`config.mk`:
```
export PLATFORM = sky130hd
export DESIGN_NAME = mul_div_unit
export DESIGN_NICKNAME = d
export VERILOG_FILES = /design/src/rtl/mul_div_unit_pkg.sv /design/src/rtl/md_sign_fix.sv /design/src/rtl/mul_div_unit.sv
export SDC_FILE = /design/constraint.sdc
export NUM_CORES = 1
export LEC_CHECK = 0
export BUFFER_PORTS_ARGS = -buffer_cell sky130_fd_sc_hd__buf_2
export CORE_UTILIZATION = 55
export CTS_CLUSTER_DIAMETER = 120
export CTS_CLUSTER_SIZE = 8
export DETAILED_ROUTE_END_ITERATION = 12
export GPL_TIMING_DRIVEN = 0
export HOLD_SLACK_MARGIN = 0.1
export PLACE_DENSITY = 0.82
export SLEW_MARGIN = 40
export SYNTH_ARGS = -nofsm -noshare
export SYNTH_HDL_FRONTEND = slang
export SYNTH_HIERARCHICAL = 1
export SYNTH_SLANG_ARGS = --single-unit
```
`constraint.sdc`:
```
create_clock -name clk -period 7.5 [get_ports clk]
set_input_delay 0.75 -clock clk [delete_from_list [all_inputs] [get_ports clk]]
set_output_delay 0.75 -clock clk [all_outputs]
set_load 0.05 [all_outputs]
```
`src/rtl/mul_div_unit_pkg.sv`:
```
// Shared definitions for the iterative RV32M multiply/divide unit:
// ALU operation codes, FSM states and special-case result constants.
package mul_div_unit_pkg;

  localparam int MD_WIDTH = 32;

  // M-extension codes as produced by the ALU control decoder
  localparam logic [4:0] ALU_MUL    = 5'd16;
  localparam logic [4:0] ALU_MULH   = 5'd17;
  localparam logic [4:0] ALU_MULHSU = 5'd18;
  localparam logic [4:0] ALU_MULHU  = 5'd19;
  localparam logic [4:0] ALU_DIV    = 5'd20;
  localparam logic [4:0] ALU_DIVU   = 5'd21;
  localparam logic [4:0] ALU_REM    = 5'd22;
  localparam logic [4:0] ALU_REMU   = 5'd23;

  typedef enum logic [1:0] {
    MD_IDLE = 2'd0,
    MD_CALC = 2'd1,
    MD_FIX  = 2'd2,
    MD_DONE = 2'd3
  } md_state_e;

  // Special-case operands and results that bypass the iterative loop
  localparam logic [MD_WIDTH-1:0] MD_OVF_DIVIDEND = {1'b1, {(MD_WIDTH-1){1'b0}}};
  localparam logic [MD_WIDTH-1:0] MD_OVF_DIVISOR  = {MD_WIDTH{1'b1}};
  localparam logic [MD_WIDTH-1:0] MD_DIVZERO_QUOT = {MD_WIDTH{1'b1}};
  localparam logic [MD_WIDTH-1:0] MD_OVF_REM      = {MD_WIDTH{1'b0}};

  // True for the eight codes the unit is allowed to accept
  function automatic logic isMulDivOp(input logic [4:0] op);
    return (op >= ALU_MUL) && (op <= ALU_REMU);
  endfunction

endpackage

```
`src/rtl/md_sign_fix.sv`:
```
// Combinational two's-complement negate for sign handling around the loop.
// In wide mode the whole 2W vector is one number (negated by neg_hi_i);
// otherwise the upper and lower W-bit halves are negated independently.
module md_sign_fix
  import mul_div_unit_pkg::*;
#(
  parameter int W = MD_WIDTH
) (
  input  logic [2*W-1:0] val_i,
  input  logic           wide_i,
  input  logic           neg_hi_i,
  input  logic           neg_lo_i,
  output logic [2*W-1:0] val_o
);

  // Conditional negation, either across the full vector or per half
  always_comb begin
    val_o = val_i;
    if (wide_i) begin
      if (neg_hi_i) val_o = -val_i;
    end else begin
      if (neg_hi_i) val_o[2*W-1:W] = -val_i[2*W-1:W];
      if (neg_lo_i) val_o[W-1:0]   = -val_i[W-1:0];
    end
  end

endmodule

```
`src/rtl/mul_div_unit.sv`:
```
// Iterative RV32M multiply/divide unit. One radix-2 step per cycle over
// 32 CALC cycles on unsigned magnitudes, followed by a FIX cycle that
// restores the sign and picks the requested word.
module mul_div_unit
  import mul_div_unit_pkg::*;
#(
  parameter int XLEN = MD_WIDTH
) (
  input  logic            clk,
  input  logic            rst_n,
  input  logic            start,
  input  logic            flush,
  input  logic [4:0]      operation,
  input  logic [XLEN-1:0] src_a,
  input  logic [XLEN-1:0] src_b,
  output logic            busy,
  output logic            done,
  output logic [XLEN-1:0] result
);

  md_state_e state_q, state_d;
  logic [4:0]      count_q, count_d;
  logic [4:0]      op_q;
  logic [XLEN-1:0] a_q, b_q, rem_q, quo_q, result_q;
  logic [2*XLEN-1:0] acc_q;
  logic            sign_q, remSign_q;
  logic            busy_q, busy_d, done_q, done_d;

  logic            accept, isDivIn, signA, signB, divZero, overflow, special;
  logic [XLEN-1:0] specialRes, absA, absB, finalRes;
  logic [XLEN:0]   mulSum, divTrial;
  logic            divGe, opIsMul, selLow;
  logic [2*XLEN-1:0] fixed;

  assign isDivIn = (operation >= ALU_DIV) && (operation <= ALU_REMU);
  assign accept  = (state_q == MD_IDLE) && start && !flush && isMulDivOp(operation);

  // Decode operand signedness and detect results that skip the loop
  always_comb begin
    signA      = 1'b0;
    signB      = 1'b0;
    specialRes = '0;
    case (operation)
      ALU_MUL, ALU_MULH, ALU_DIV, ALU_REM: begin
        signA = 1'b1;
        signB = 1'b1;
      end
      ALU_MULHSU: signA = 1'b1;
      default: ;
    endcase
    divZero  = isDivIn && (src_b == '0);
    overflow = ((operation == ALU_DIV) || (operation == ALU_REM)) &&
               (src_a == MD_OVF_DIVIDEND) && (src_b == MD_OVF_DIVISOR);
    special  = divZero || overflow;
    if (divZero)
      specialRes = ((operation == ALU_DIV) || (operation == ALU_DIVU)) ? MD_DIVZERO_QUOT : src_a;
    else if (overflow)
      specialRes = (operation == ALU_DIV) ? MD_OVF_DIVIDEND : MD_OVF_REM;
  end

  md_sign_fix #(.W(XLEN)) u_absFix (
    .val_i    ({src_a, src_b}),
    .wide_i   (1'b0),
    .neg_hi_i (signA & src_a[XLEN-1]),
    .neg_lo_i (signB & src_b[XLEN-1]),
    .val_o    ({absA, absB})
  );

  // One shift-add (multiply) or restoring-subtract (divide) step
  always_comb begin
    mulSum   = {1'b0, acc_q[2*XLEN-1:XLEN]} + (acc_q[0] ? {1'b0, a_q} : '0);
    divTrial = {rem_q, quo_q[XLEN-1]} - {1'b0, b_q};
    divGe    = !divTrial[XLEN];
  end

  assign opIsMul = (op_q <= ALU_MULHU);
  assign selLow  = (op_q == ALU_MUL) || (op_q == ALU_DIV) || (op_q == ALU_DIVU);

  md_sign_fix #(.W(XLEN)) u_resFix (
    .val_i    (opIsMul ? acc_q : {rem_q, quo_q}),
    .wide_i   (opIsMul),
    .neg_hi_i (opIsMul ? sign_q : remSign_q),
    .neg_lo_i (sign_q),
    .val_o    (fixed)
  );

  assign finalRes = selLow ? fixed[XLEN-1:0] : fixed[2*XLEN-1:XLEN];

  // FSM state register plus iteration counter and registered status outputs
  always_ff @(posedge clk or negedge rst_n) begin
    if (!rst_n) begin
      state_q <= MD_IDLE;
      count_q <= '0;
      busy_q  <= 1'b0;
      done_q  <= 1'b0;
    end else begin
      state_q <= state_d;
      count_q <= count_d;
      busy_q  <= busy_d;
      done_q  <= done_d;
    end
  end

  // Next-state logic; flush wins over every other transition
  always_comb begin
    state_d = state_q;
    if (flush) begin
      state_d = MD_IDLE;
    end else begin
      case (state_q)
        MD_IDLE: if (accept) state_d = special ? MD_DONE : MD_CALC;
        MD_CALC: if (count_q == 5'd31) state_d = MD_FIX;
        MD_FIX:  state_d = MD_DONE;
        MD_DONE: state_d = MD_IDLE;
        default: state_d = MD_IDLE;
      endcase
    end
  end

  // Outputs are derived from the next state so they register cleanly
  always_comb begin
    busy_d  = (state_d != MD_IDLE);
    done_d  = (state_d == MD_DONE);
    count_d = ((state_q == MD_CALC) && (state_d == MD_CALC)) ? count_q + 5'd1 : 5'd0;
  end

  // Operand latch, iterative datapath and result register
  always_ff @(posedge clk or negedge rst_n) begin
    if (!rst_n) begin
      op_q      <= '0;
      a_q       <= '0;
      b_q       <= '0;
      acc_q     <= '0;
      rem_q     <= '0;
      quo_q     <= '0;
      sign_q    <= 1'b0;
      remSign_q <= 1'b0;
      result_q  <= '0;
    end else if (accept) begin
      op_q      <= operation;
      a_q       <= absA;
      b_q       <= absB;
      acc_q     <= {{XLEN{1'b0}}, absB};
      rem_q     <= '0;
      quo_q     <= absA;
      sign_q    <= (signA & src_a[XLEN-1]) ^ (signB & src_b[XLEN-1]);
      remSign_q <= signA & src_a[XLEN-1];
      if (special) result_q <= specialRes;
    end else if (state_q == MD_CALC) begin
      if (opIsMul) begin
        acc_q <= {mulSum, acc_q[XLEN-1:1]};
      end else begin
        rem_q <= divGe ? divTrial[XLEN-1:0] : {rem_q[XLEN-2:0], quo_q[XLEN-1]};
        quo_q <= {quo_q[XLEN-2:0], divGe};
      end
    end else if ((state_q == MD_FIX) && !flush) begin
      result_q <= finalRes;
    end
  end

  assign busy   = busy_q;
  assign done   = done_q;
  assign result = result_q;

endmodule

```
==> impl_results.rst, run 1 <==
.. list-table::
   :header-rows: 1

   * - Metric
     - Value
   * - Final clock period utilization by the worst path
     - between 70% and 80%
   * - Required time at the endpoint of the critical path
     - just under 8 ns
   * - Reg clk slew, reported paths
     - approximately 0.050 ns
   * - CTS buffer count
     - 35
   * - Root Driver
     - clkbuf_16
   * - Leakage power summed over all cells
     - about 9.2 nW
   * - Max Clock Freq
     - ~0.18 GHz
   * - Sequential share of the synthesized area
     - between 30% and 40%
   * - Worst hold slack
     - 0.154 ns
   * - Critical Path Start Type
     - register
   * - Number of pins with negative max-slew slack in the final report
     - 0
   * - Endpoint type of the worst setup path
     - register
   * - Maximum number of pins on one net before global-route repair
     - 77
   * - Setup repair after global routing missed its margin
     - no
   * - Buffers and inverters on the worst path
     - 3
   * - First-iteration detailed-routing DRC count
     - about 1800
   * - Worst-case vdd ir drop
     - approximately 0.00019 V
   * - Leading cell types in the layout, fill and taps excluded
     - 355 x nand2_1, 240 x dfrtp_1, 186 x o21ai_0
   * - Total power of the final layout
     - about 0.0066 W
   * - Starting utilization of the core area
     - ~56%
   * - Run status
     - finished clean
   * - Pre-antenna DRT Iters
     - 7
   * - Ports placed on the boundary
     - approximately 110
   * - Total Routed Length
     - between 60 and 70 mm
   * - Height of the chip
     - between 150 and 200 um
   * - Number of placement rows
     - between 60 and 70
   * - Number of sinks handled by clock tree synthesis
     - 240
   * - Layout overhead on the synthesized area
     - 11.8%
   * - Tightest Pin Transition
     - about 1 ns
   * - Count of unresolved DRC violations after routing
     - 0
   * - RD Place Congestion
     - between 1 and 1.5
   * - Number of enable flip-flop cells after synthesis
     - 0
   * - Level count of the clock H-tree
     - 2
   * - Most common cell after layout, fill and taps aside
     - nand2_1
   * - Setup TNS
     - 0 ns
   * - Final Setup Violations
     - 0
   * - Post CTS Setup Buffer Count
     - 0
   * - Average footprint of a synthesized cell
     - about 8.6 um^2
   * - Chain of cells forming the critical path
     - o21ai_1 -> clkbuf_1 -> clkbuf_1 -> mux2_2 -> nor4_1 -> nand3_1 -> or4_1 -> buf_1 -> o31ai_1 -> xnor2_1 -> mux2i_1 -> o21ai_0 -> mux2_2
   * - Overall routing resource usage
     - about two fifths
   * - Highest fanout seen on the critical path
     - 10
   * - Number of hold buffers added after CTS
     - 0
   * - Yosys warning total
     - 6
   * - Cell Pwr Density
     - roughly 330 nW/um^2
   * - Total global routing overflow
     - 0
   * - Global-route wire length before repair
     - about 97 mm
   * - Register bit count reported by yosys
     - 240
   * - Asr flop ratio synth
     - between 90% and 100%
   * - Post-Route Skew
     - about 0.037 ns
   * - Antenna violations before repair
     - 3
   * - Depth of the critical timing path with buffers and inverters included
     - 13
   * - Number of global-route vias before repair
     - about 16000
   * - Share of the core filled with cells
     - approximately 63%
   * - Total of buffers placed on input and output ports
     - 106
   * - Minimum clock period after layout
     - 5.44 ns
   * - Crit path kind
     - reg2reg
   * - Number of nets in the final layout
     - 2373
   * - Share of post-route cells with drive strength above 1
     - 13.5%
   * - TritonCTS clock tree
     - yes
   * - Category of cells accounting for the largest share of critical-path delay
     - buffers and inverters
   * - DP HPWL
     - around 50 mm
   * - Antenna-violating nets left
     - 0
   * - Critical Path Max Stage Delay
     - just over 0.6 ns
   * - Pre-CTS WS
     - roughly 2.2 ns
   * - Die width
     - 182 um
   * - Type of the worst min-delay path
     - in2async
   * - Minimum setup slack in the final design
     - approximately 2.1 ns
   * - Die outline area
     - between 30000 and 40000 um^2
   * - Wire length per cell after detailed routing
     - approximately 24 um
   * - Total number of vias
     - 17294
   * - Core region area
     - approximately 32000 um^2
   * - Vias per cell
     - about 6.5
   * - Post-CTS resize count
     - 0
   * - Slowest cell on the critical path
     - clkbuf_1
   * - Worst r2r path cells
     - 13
   * - Synth Instances
     - approximately 2100
   * - Crit path DAT
     - between 5 and 6 ns
   * - Skew-Pair Late Insertion Delay
     - roughly 0.53 ns
   * - Slew HR
     - between 30% and 40%
   * - Maximum count of clock buffers along a single path
     - 3
   * - Number of distinct library cell variants in the gate-level netlist after synthesis
     - 86
   * - Netlist Area Pre-Place
     - 17900 um^2
   * - Hold violation count in the final report
     - 0
   * - Max-cap violations
     - 0
   * - Main flop type after synthesis
     - dfrtp_1
[layer usage]
layer	vias up	track usage, %	part of all wire, %
li1	7720	-	-
met1	8312	51.7	40
met2	1069	57.3	42
met3	191	7.04	10
met5	-	0	0.020
met4	2	26.3	7.6
[cell usage after synthesis (6+ instances only)]
master / count / area (um^2)
o31ai_1: 34 / 255
buf_1: 8 / 30.0
a21oi_1: 79 / 395
nand2b_1: 11 / 68.8
dfrtp_1: 240 / 6010
and2_1: 43 / 269
buf_6: 6 / 67.6
nor2b_1: 11 / 68.8
a22oi_1: 24 / 180
o21a_1: 11 / 82.6
inv_1: 80 / 300
xor2_1: 60 / 526
o21ai_1: 29 / 145
o41ai_2: 10 / 163
ha_1: 70 / 876
nand3_1: 53 / 265
xnor2_1: 109 / 955
a21o_1: 23 / 173
nor2_1: 78 / 293
mux2_2: 96 / 1080
o211ai_1: 6 / 45.0
nor3_1: 34 / 170
clkbuf_1: 80 / 300
and3_1: 11 / 68.8
o21ai_0: 187 / 936
nand2_1: 355 / 1330
or4_1: 27 / 203
o41ai_1: 18 / 158
nor4_1: 23 / 144
mux2i_1: 80 / 801
a31oi_1: 21 / 131
a211oi_1: 8 / 60.1
or3_1: 25 / 156
nand4_1: 15 / 93.8
[registers in the layout, indices dropped and copies added (netlist names)]
signal	cells
count_q	5
b_q	32
result	32
a_q	32
state_q	2
busy	1
done	1
op_q	5
acc_q	64
sign_q	1
quo_q	32
remSign_q	1
rem_q	32
[where the power goes]
| group | switching [W] | internal, W |
|---|---|---|
| registers | 0.000353 | 0.00160 |
| clock network | 0.000571 | 0.000818 |
| logic | 0.00198 | 0.00131 |
| total | 0.00291 | 0.00373 |
[layout make-up]
cell class / instances / area, um^2
diodes: 3 / 7.51
plain buffers: 100 / 444
clock buffers: 35 / 876
clock inverters: 1 / 8.76
fillers: 2693 / 11800
inverters: 80 / 300
multi-input cells: 1660 / 11200
flip-flops and latches: 240 / 6010
well taps: 435 / 544
repair buffers: 111 / 646
[cells by family after synthesis]
group / share of synthesized area, %
buf+inv: 4.16
mux: 10.5
fa+ha+maj: 5.12
other cells: 0.0210
xor+xnor: 8.37
simple gates: 19.2
compound gates: 19.0
flops: 33.6
[path summary, 6_finish.rpt]
kind | to | startpoint | slack, ns
max | result[15]$_DFFE_PN0P_ | op_q[2]$_DFFE_PN0N_ | 2.06
min | b_q[23]$_DFFE_PN0N_ | rst_n | 0.15
max reg2reg | result[15]$_DFFE_PN0P_ | op_q[2]$_DFFE_PN0N_ | 2.06
min reg2reg | count_q[0]$_DFF_PN0_ | count_q[0]$_DFF_PN0_ | 0.46
max in group asynchronous | a_q[24]$_DFFE_PN0N_ | rst_n | 6.59
min in group clk | count_q[0]$_DFF_PN0_ | count_q[0]$_DFF_PN0_ | 0.46
[per-stage QoR]
step           cells  cell area [um^2]
5_1_grt         2662             20000
3_3_place_gp    2621             19000
3_5_place_dp    2625             19100
2_1_floorplan   2080             17900
4_1_cts         2661             20000
6_report        2665             20000
(Power assumes the default switching activity.)
==> run 2: changes to the inputs <==
--- a/config.mk
+++ b/config.mk
@@ -12,7 +12,7 @@
 export DETAILED_ROUTE_END_ITERATION = 12
 export GPL_TIMING_DRIVEN = 0
 export HOLD_SLACK_MARGIN = 0.1
-export PLACE_DENSITY = 0.82
+export PLACE_DENSITY = 0.85
 export SLEW_MARGIN = 40
 export SYNTH_ARGS = -nofsm -noshare
 export SYNTH_HDL_FRONTEND = slang
==> constraint.sdc (replaced) <==
create_clock -name clk -period 5 [get_ports clk]
set_input_delay 0.5 -clock clk [delete_from_list [all_inputs] [get_ports clk]]
set_output_delay 0.5 -clock clk [all_outputs]
set_load 0.05 [all_outputs]
==> run 2 against run 1 <==
Effect of this change: fmax increased by 11%; routed wire length increased by 0.45%; combinational power increased by 51%; sequential cell count unchanged; critical path type unchanged; critical endpoint is now result[12]$_DFFE_PN0P_; largest power group unchanged; highest routed layer is now met4.
==> impl_results.rst, run 2 (synthesis results as in run 1) <==
.. list-table::
   :header-rows: 1

   * - Metric
     - Value
   * - Run status
     - finished clean (unchanged)
   * - Global-route wire length before repair
     - 98.1 mm (was 97.0 mm)
   * - Highest fanout seen on the critical path
     - 10 (unchanged)
   * - Die outline area
     - 33200 um^2 (unchanged)
   * - Worst-case vdd ir drop
     - 0.000306 V (was 0.000193 V)
   * - Final clock period utilization by the worst path
     - 98.1% (was 72.5%)
   * - Number of global-route vias before repair
     - 16675 (was 16271)
   * - Leading cell types in the layout, fill and taps excluded
     - 355 x nand2_1, 240 x dfrtp_1, 186 x o21ai_0 (unchanged)
   * - Final Setup Violations
     - 0 (unchanged)
   * - Endpoint type of the worst setup path
     - register (unchanged)
   * - Number of pins with negative max-slew slack in the final report
     - 0 (unchanged)
   * - Setup repair after global routing missed its margin
     - no (unchanged)
   * - Max-cap violations
     - 0 (unchanged)
   * - Tightest Pin Transition
     - 0.939 ns (was 0.977 ns)
   * - Total global routing overflow
     - 0 (unchanged)
   * - Chain of cells forming the critical path
     - o21ai_2 -> clkbuf_1 -> mux2_2 -> or4_1 -> nor4_4 -> a41oi_4 -> buf_6 -> o31ai_2 -> xnor2_1 -> mux2i_1 -> o21ai_0 -> mux2_2 (was o21ai_1 -> clkbuf_1 -> clkbuf_1 -> mux2_2 -> nor4_1 -> nand3_1 -> or4_1 -> buf_1 -> o31ai_1 -> xnor2_1 -> mux2i_1 -> o21ai_0 -> mux2_2)
   * - Number of placement rows
     - 65 (unchanged)
   * - Height of the chip
     - 182 um (unchanged)
   * - Die width
     - 182 um (unchanged)
   * - Post-Route Skew
     - 0.0205 ns (was 0.0372 ns)
   * - Layout overhead on the synthesized area
     - 12.0% (was 11.8%)
   * - Reg clk slew, reported paths
     - 0.05 ns (about the same)
   * - Number of sinks handled by clock tree synthesis
     - 240 (unchanged)
   * - Number of nets in the final layout
     - 2372 (was 2373)
   * - Total of buffers placed on input and output ports
     - 106 (unchanged)
   * - Vias per cell
     - 6.46 (was 6.49)
   * - Root Driver
     - clkbuf_16 (unchanged)
   * - First-iteration detailed-routing DRC count
     - 1753 (was 1781)
   * - Post CTS Setup Buffer Count
     - 0 (unchanged)
   * - CTS buffer count
     - 35 (unchanged)
   * - Pre-CTS WS
     - -0.174 ns (was 2.24 ns)
   * - Core region area
     - 31800 um^2 (unchanged)
   * - TritonCTS clock tree
     - yes (unchanged)
   * - RD Place Congestion
     - 1.05 (was 1.03)
   * - Ports placed on the boundary
     - 107 (unchanged)
   * - Maximum count of clock buffers along a single path
     - 3 (unchanged)
   * - Total Routed Length
     - 64.7 mm (was 64.4 mm)
   * - Maximum number of pins on one net before global-route repair
     - 73 (was 77)
   * - Max Clock Freq
     - 0.204 GHz (was 0.184 GHz)
   * - Type of the worst min-delay path
     - in2reg (was in2async)
   * - Cell Pwr Density
     - 500 nW/um^2 (was 332 nW/um^2)
   * - Crit path DAT
     - 5.30 ns (was 5.83 ns)
   * - Share of post-route cells with drive strength above 1
     - 13.7% (was 13.5%)
   * - Critical Path Max Stage Delay
     - 0.63 ns (was 0.62 ns)
   * - Setup TNS
     - 0 ns (unchanged)
   * - Total power of the final layout
     - 0.0100 W (was 0.00663 W)
   * - Flip-flop count of the largest register, all copies and words added
     - 64 (unchanged)
   * - Slowest cell on the critical path
     - or4_1 (was clkbuf_1)
   * - Register containing the most flip-flops in the final layout
     - acc_q (unchanged)
   * - Wire length per cell after detailed routing
     - 24.3 um (was 24.2 um)
   * - Leakage power summed over all cells
     - 9.17 nW (was 9.15 nW)
   * - Starting utilization of the core area
     - 56.3% (unchanged)
   * - Overall routing resource usage
     - 39.1% (was 38.7%)
   * - Required time at the endpoint of the critical path
     - 5.39 ns (was 7.89 ns)
   * - Minimum setup slack in the final design
     - 0.0942 ns (was 2.06 ns)
   * - Hold violation count in the final report
     - 0 (unchanged)
   * - Minimum clock period after layout
     - 4.91 ns (was 5.44 ns)
   * - Instance area after placement
     - 19100 um^2 (about the same)
   * - Most frequent cell on the critical path
     - mux2_2
   * - Level count of the clock H-tree
     - 2 (unchanged)
   * - Pre-antenna DRT Iters
     - 7 (unchanged)
   * - # fillers
     - 2641 (was 2693)
   * - Skew-Pair Late Insertion Delay
     - 0.52 ns (was 0.53 ns)
   * - Share of the core filled with cells
     - 63.0% (was 62.9%)
   * - Count of unresolved DRC violations after routing
     - 0 (unchanged)
   * - Antenna violations before repair
     - 0 (was 3)
   * - Crit path kind
     - reg2reg (unchanged)
   * - Total number of vias
     - 17209 (was 17294)
   * - Critical Path Start Type
     - register (unchanged)
   * - Final instance area
     - 20000 um^2 (about the same)
   * - Antenna-violating nets left
     - 0 (unchanged)
   * - Slew HR
     - 37.3% (was 34.8%)
   * - DP HPWL
     - 50.7 mm (was 50.4 mm)
   * - Most common cell after layout, fill and taps aside
     - nand2_1 (unchanged)
## run 2: cell count changes in the layout (fill, tap and decap cells not counted), sizes merged
cell / change
dlygate4sd3: +1
buf: -2
diode: -2
clkinv: +1
clkbuf: +1
## run 2: per-stage QoR
step                      std cells  hold WS (ns)
after floorplan                2080         0.204
after global placement         2621         0.445
after detailed placement       2624         0.458
after CTS                      2663         0.237
after global routing           2663         0.256
final                          2664         0.250
## run 2: layer usage
| metal | track usage [%] | wire length, um | share of wire [%] |
|---|---|---|---|
| met2 | 59.8 | 28000 | 43 |
| met1 | 51.0 | 25900 | 40 |
| met3 | 8.08 | 6260 | 9.7 |
| met5 | 0 | 0 | 0 |
| met4 | 23.6 | 4540 | 7.0 |
## run 2: cell type report
cell class              instances  area (um^2)  area share, %
multi-input cells            1660        11200           55.8
flip-flops and latches        240         6010           30.0
clock buffers                  36          901           4.50
repair buffers                110          633           3.16
well taps                     435          544           2.72
plain buffers                 100          449           2.24
inverters                      80          300           1.50
clock inverters                 2         25.0          0.125
diodes                          1         2.50         0.0125
## run 2: worst paths after layout
kind | start | endpoint | slack [ns] | cells past startpoint
max | op_q[2]$_DFFE_PN0N_ | result[12]$_DFFE_PN0P_ | 0.09 | 12
min | flush | state_q[0]$_DFF_PN0_ | 0.25 | 2
max reg2reg | op_q[2]$_DFFE_PN0N_ | result[12]$_DFFE_PN0P_ | 0.09 | 12
min reg2reg | count_q[0]$_DFF_PN0_ | count_q[0]$_DFF_PN0_ | 0.46 | 1
max in group asynchronous | rst_n | rem_q[6]$_DFFE_PN0P_ | 3.10 | 5
min in group asynchronous | rst_n | result[0]$_DFFE_PN0P_ | 0.55 | 2
## run 2: repair_timing
item | 4_1_cts | 5_1_grt
hold buffers | 1 | 0
setup endpoints to repair | 12 | 10
gates resized for setup | 2 | 7
endpoints found under the hold margin | 71 | 0
## run 2: critical path, delay by kind of cell (launching register included)
family                 cells  cell delay, ns
flip-flops                 1            0.40
AND/OR/NAND/NOR            2            1.13
AO/OA/AOI/OAI              4            1.21
multiplexers               3            1.13
buffers and inverters      2            0.74
XOR/XNOR                   1            0.16
## run 2: power by group
part / switching [W] / total [W] / internal [W]
logic: 0.00301 / 0.00498 / 0.00197
registers: 0.000521 / 0.00292 / 0.00240
clock network: 0.000859 / 0.00213 / 0.00127
total: 0.00439 / 0.0100 / 0.00564
